==> src/rtl/latch_bank_arbiter.sv <==
// Arbiter/sequencer sharing one transparent latch bank among NREQ requesters with setup/open/hold guard windows.
// Optional macro LATCH_ARB_RR_EN selects round-robin arbitration; undefined gives fixed lowest-index priority.
module latch_bank_arbiter #(
    parameter int NREQ      = 4,
    parameter int WIDTH     = 8,
    parameter int SETUP_CYC = 1,
    parameter int OPEN_CYC  = 2,
    parameter int HOLD_CYC  = 1
) (
    input  logic                    clk,
    input  logic                    rst,
    input  logic [NREQ-1:0]         req_i,
    input  logic [NREQ*WIDTH-1:0]   wdata_i,
    output logic [NREQ-1:0]         gnt_o,
    output logic [NREQ-1:0]         done_o,
    output logic [WIDTH-1:0]        latch_d_o,
    output logic                    latch_en_o,
    output logic                    busy_o
);
    localparam int IW   = (NREQ > 1) ? $clog2(NREQ) : 1;
    localparam int MAXC = (SETUP_CYC > OPEN_CYC) ?
                          ((SETUP_CYC > HOLD_CYC) ? SETUP_CYC : HOLD_CYC) :
                          ((OPEN_CYC > HOLD_CYC) ? OPEN_CYC : HOLD_CYC);
    localparam int CW   = (MAXC > 1) ? $clog2(MAXC) : 1;

    localparam logic [CW-1:0] SETUP_LD = CW'(SETUP_CYC - 1);
    localparam logic [CW-1:0] OPEN_LD  = CW'(OPEN_CYC - 1);
    localparam logic [CW-1:0] HOLD_LD  = CW'(HOLD_CYC - 1);

    typedef enum logic [2:0] {S_IDLE, S_SETUP, S_OPEN, S_HOLD, S_DONE} state_t;

    state_t            state_q;
    logic [CW-1:0]     cnt_q;
    logic [IW-1:0]     win_q;
    logic [NREQ-1:0]   gnt_q;
    logic [NREQ-1:0]   done_q;
    logic [WIDTH-1:0]  latch_d_q;
    logic              latch_en_q;
    logic              busy_q;
`ifdef LATCH_ARB_RR_EN
    logic [IW-1:0]     rr_ptr_q;
`endif

    logic [IW-1:0]     win_d;
    logic [NREQ-1:0]   gnt_d;
    logic [NREQ-1:0]   done_d;
    logic              found;
    int                idx;

    // Winner search over the candidate order; only consumed in IDLE.
    always_comb begin
        win_d = '0;
        found = 1'b0;
        idx   = 0;
        for (int k = 0; k < NREQ; k++) begin
`ifdef LATCH_ARB_RR_EN
            idx = (int'(rr_ptr_q) + k) % NREQ;
`else
            idx = k;
`endif
            if (!found && req_i[idx]) begin
                win_d = IW'(idx);
                found = 1'b1;
            end
        end
        gnt_d         = '0;
        gnt_d[win_d]  = 1'b1;
        done_d        = '0;
        done_d[win_q] = 1'b1;
    end

    always_ff @(posedge clk or posedge rst) begin
        if (rst) begin
            state_q    <= S_IDLE;
            cnt_q      <= '0;
            win_q      <= '0;
            gnt_q      <= '0;
            done_q     <= '0;
            latch_d_q  <= '0;
            latch_en_q <= 1'b0;
            busy_q     <= 1'b0;
`ifdef LATCH_ARB_RR_EN
            rr_ptr_q   <= '0;
`endif
        end else begin
            case (state_q)
                S_IDLE: begin
                    done_q <= '0;
                    if (found) begin
                        state_q   <= S_SETUP;
                        cnt_q     <= SETUP_LD;
                        win_q     <= win_d;
                        gnt_q     <= gnt_d;
                        latch_d_q <= wdata_i[int'(win_d)*WIDTH +: WIDTH];
                        busy_q    <= 1'b1;
                    end
                end
                S_SETUP: begin
                    if (cnt_q == '0) begin
                        state_q    <= S_OPEN;
                        cnt_q      <= OPEN_LD;
                        latch_en_q <= 1'b1;
                    end else begin
                        cnt_q <= cnt_q - 1'b1;
                    end
                end
                S_OPEN: begin
                    if (cnt_q == '0) begin
                        state_q    <= S_HOLD;
                        cnt_q      <= HOLD_LD;
                        latch_en_q <= 1'b0;
                    end else begin
                        cnt_q <= cnt_q - 1'b1;
                    end
                end
                S_HOLD: begin
                    if (cnt_q == '0) begin
                        state_q <= S_DONE;
                        cnt_q   <= '0;
                        gnt_q   <= '0;
                        done_q  <= done_d;
`ifdef LATCH_ARB_RR_EN
                        rr_ptr_q <= (int'(win_q) == NREQ - 1) ? '0 : win_q + 1'b1;
`endif
                    end else begin
                        cnt_q <= cnt_q - 1'b1;
                    end
                end
                S_DONE: begin
                    state_q <= S_IDLE;
                    done_q  <= '0;
                    busy_q  <= 1'b0;
                end
                default: state_q <= S_IDLE;
            endcase
        end
    end

    assign gnt_o      = gnt_q;
    assign done_o     = done_q;
    assign latch_d_o  = latch_d_q;
    assign latch_en_o = latch_en_q;
    assign busy_o     = busy_q;

endmodule
==> config.mk <==
export PLATFORM = sky130hd
export DESIGN_NAME = latch_bank_arbiter
export DESIGN_NICKNAME = d
export VERILOG_FILES = /design/src/rtl/latch_bank_arbiter.sv
export SDC_FILE = /design/constraint.sdc
export NUM_CORES = 1
export LEC_CHECK = 0
export ABC_AREA = 1
export CAP_MARGIN = 5
export CORE_UTILIZATION = 35
export CTS_CLUSTER_DIAMETER = 80
export DETAILED_ROUTE_END_ITERATION = 6
export PLACE_DENSITY = 0.72
export SLEW_MARGIN = 20
export SYNTH_ARGS = -nofsm -noshare
export SYNTH_HDL_FRONTEND = slang
export SYNTH_SLANG_ARGS = --single-unit
export TNS_END_PERCENT = 1
==> constraint.sdc <==
create_clock -name clk -period 1.5 [get_ports clk]
set_input_delay 0.375 -clock clk [delete_from_list [all_inputs] [get_ports clk]]
set_output_delay 0.375 -clock clk [all_outputs]
set_load 0.01 [all_outputs]
==> results.cfg <==
[route]
first_pass_iters = 4
wl_per_cell_um = 11.1
wl_um = 3390
ant_nets = 0
via_count = 1391
drtIter0Drc = 44
drc = 0
vias_per_cell = 4.55

[run_status]
status = completed

[logic_synthesis]
synth_top_cell_by_area = dfrtp_1
async_flop_share_pct = 100
ys_types = 22
yosysMostFrequentCell = nand2_1
synth_edf_count = 0
yosysTopAreaCellShare_pct = 43.3
yosys_warnings = 0
syn_area_mm2 = 0.00139
synth_nets = 234
synthTopCellsByArea = dfrtp_1, nand2_1, nand3_1
ys.flop_type = dfrtp_1
ys_seq_elements = 24
avgSynthCellArea_um2 = 7.08
synth_cells = 196
seq_area_frac_synth_pct = 43.3
yosys-top-cells-count = nand2_1, nand3_1, dfrtp_1

[run]
max_cap_violations = 0

[timing]
setup-violations-final = 0
timing.final.crit_share_pct = 96.4
period_needed_ns = 1.45
skew_ns = 0.00378
hold_violations = 0
rsz0062_at_grt = true
fmax_mhz = 691
worst_pin_slew_ns = 0.477
finalMaxSlewViolations = 0
fin_tns_setup_ns = 0
slew_headroom_pct = 68.2

[global_route]
grt_max_degree = 25
grt_pass1_vias = 1365
grtUsageTotal_pct = 17.4
grt_overflow_total = 0
grt_pass1_wl_um = 5780
antenna_found_initial = 0

[setup_path]
worstSetupPathType = input port to flop
critPathMaxFanout = 10
cpPeakStageDelay_ns = 0.54
crit_slowest_cell = clkdlybuf4s50_1
worstPathArrival_ns = 1.61
crit_required_ns = 1.66
crit_buf_inv = 4
crit_path_start_kind = input port
cp_cell_sequence = clkdlybuf4s50_1 > inv_2 > nand3_2 > nand2_2 > buf_4 > nor2_1 > nand3_1 > nand2_1 > inv_1
critPathTopFamily = buffers and inverters
end_kind = flop

[power]
ir_worst_vdd_mv = 0.953
cellLeakagePower_nw = 1.07
p_per_area_mw_per_mm2 = 1550
intPower_mw = 1.88
p_comb_share_pct = 53.3
seqPwrFrac_pct = 35.2
swShare_pct = 41.3
power.switching_mw = 1.32
power_frac_clock_pct = 11.5

[floorplan]
core-area_mm2 = 0.00374
rows = 22
die_y_um = 65.0
io_pins = 56
dieArea_mm2 = 0.00422
initial_utilization_pct = 37.1
dieWidth_um = 65.0

[cells_and_area]
area_growth_pct = 49.2
drive_gt1_share_pct = 12.0
diodes = 0
nNetsFinal = 298
design_area_mm2 = 0.00207
final_cell_count_no_fill = 306

[place]
port_buffers = 55
placed_cells = 303
dpl-instance-area_mm2 = 0.00203
gp_congestion = 0.820
dp_hpwl_um = 2660

[clocking]
h-tree-depth = 1
clock_path_buffers = 2
clock_latency_ns = 0.26
cts_tree = yes
cts_sinks = 24
cts-root-buf = clkbuf_8
cts_made_buffers = 3
clk_pin_slew_worst_paths_ns = 0.08

[worst_hold_path]
hp-class = input port to asynchronous set/reset pin
-- layer usage --
metal | global-route usage (%) | up-vias | share of wire (%)
met1 | 20.4 | 618 | 46
li1 | - | 738 | -
met4 | 3.33 | 0 | 0.56
met2 | 31.8 | 33 | 50
met3 | 4.23 | 2 | 4.0
met5 | 0 | - | 0
-- power by group through the flow --
stage	clock [mW]	sequential, mW	combinational [mW]
floorplan	0	1.23	1.01
global placement	0	1.15	1.85
detailed placement	0	1.15	1.87
CTS	0.390	1.13	1.72
global route	0.415	1.17	1.92
finish	0.369	1.13	1.71
-- cell type report --
cell class                 instances  area (µm²)
inverter                          23        88.8
fill                             391        1670
multi-input combinational        144         679
tap                               48        60.1
clock buffer                       3        41.3
sequential                        24         601
timing repair buffer              64         601
-- layout by cell type (no fill, tap or decap), drive strengths merged, types with 2 or more instances in the layout --
master and n:
nor2 22, clkdlybuf4s50 35, clkbuf 3, or2 7
buf 9, dlygate4sd2 18, o21ai 4, dlymetal6s2s 2
dfrtp 24, nand2 66, inv 23, nand3 38
a21oi 4
-- metrics by stage --
stage	util [%]	power (mW)	hold WS, ns	setup WS, ns
finish	55.3	3.20	0.449	0.0533
floorplan	-	2.25	0.390	0.218
CTS	54.8	3.24	0.459	0.0442
detailed placement	54.3	3.02	0.458	-0.290
global placement	54.3	3.00	0.454	-0.269
global route	55.3	3.51	0.484	-0.0126
-- final timing paths --
check                                        from                  endpoint  slack (ns)  cells after the start
setup / recovery                         req_i[2]  latch_d_o[1]$_DFFE_PP0P_        0.05                      9
setup reg to reg           state_q[0]$_DFFE_PP0P_  latch_d_o[1]$_DFFE_PP0P_        0.17                      9
hold / removal                                rst    state_q[1]$_DFFE_PP0P_        0.45                      3
min in group clk             gnt_o[3]$_DFFE_PP0P_      gnt_o[3]$_DFFE_PP0P_        0.47                      2
max in group asynchronous                     rst  latch_d_o[2]$_DFFE_PP0P_        0.80                      3
hold reg to reg              gnt_o[3]$_DFFE_PP0P_      gnt_o[3]$_DFFE_PP0P_        0.47                      2
-- logic make-up after synthesis --
logic type      synth area share, %
compound gates                 3.70
flops                          43.3
simple gates                   44.4
buf+inv                        8.66
-- timing repair --
| action | CTS | global route |
|---|---|---|
| pin swaps | 0 | 1 |
| setup endpoints to repair | 20 | 18 |
| buffers inserted | 0 | 0 |
| gates resized for setup | 19 | 7 |
| hold buffers | 0 | 0 |
-- state kept, by name (all words and copies together), names as in the netlist --
signal	cells
latch_d_o	8
done_o	4
gnt_o	4
state_q	3
win_q	2
busy_o	1
cnt_q	1
latch_en_o	1
-- worst reg2reg max path, cell delays in order, from the launching register on --
cell	delay, ns
dfrtp_1	0.43
inv_2	0.10
nand2_4	0.08
nor2_2	0.10
nand2_2	0.07
buf_4	0.17
nor2_1	0.11
nand3_1	0.08
nand2_1	0.06
inv_1	0.04
No activity file was read; power rests on OpenSTA's default activity.
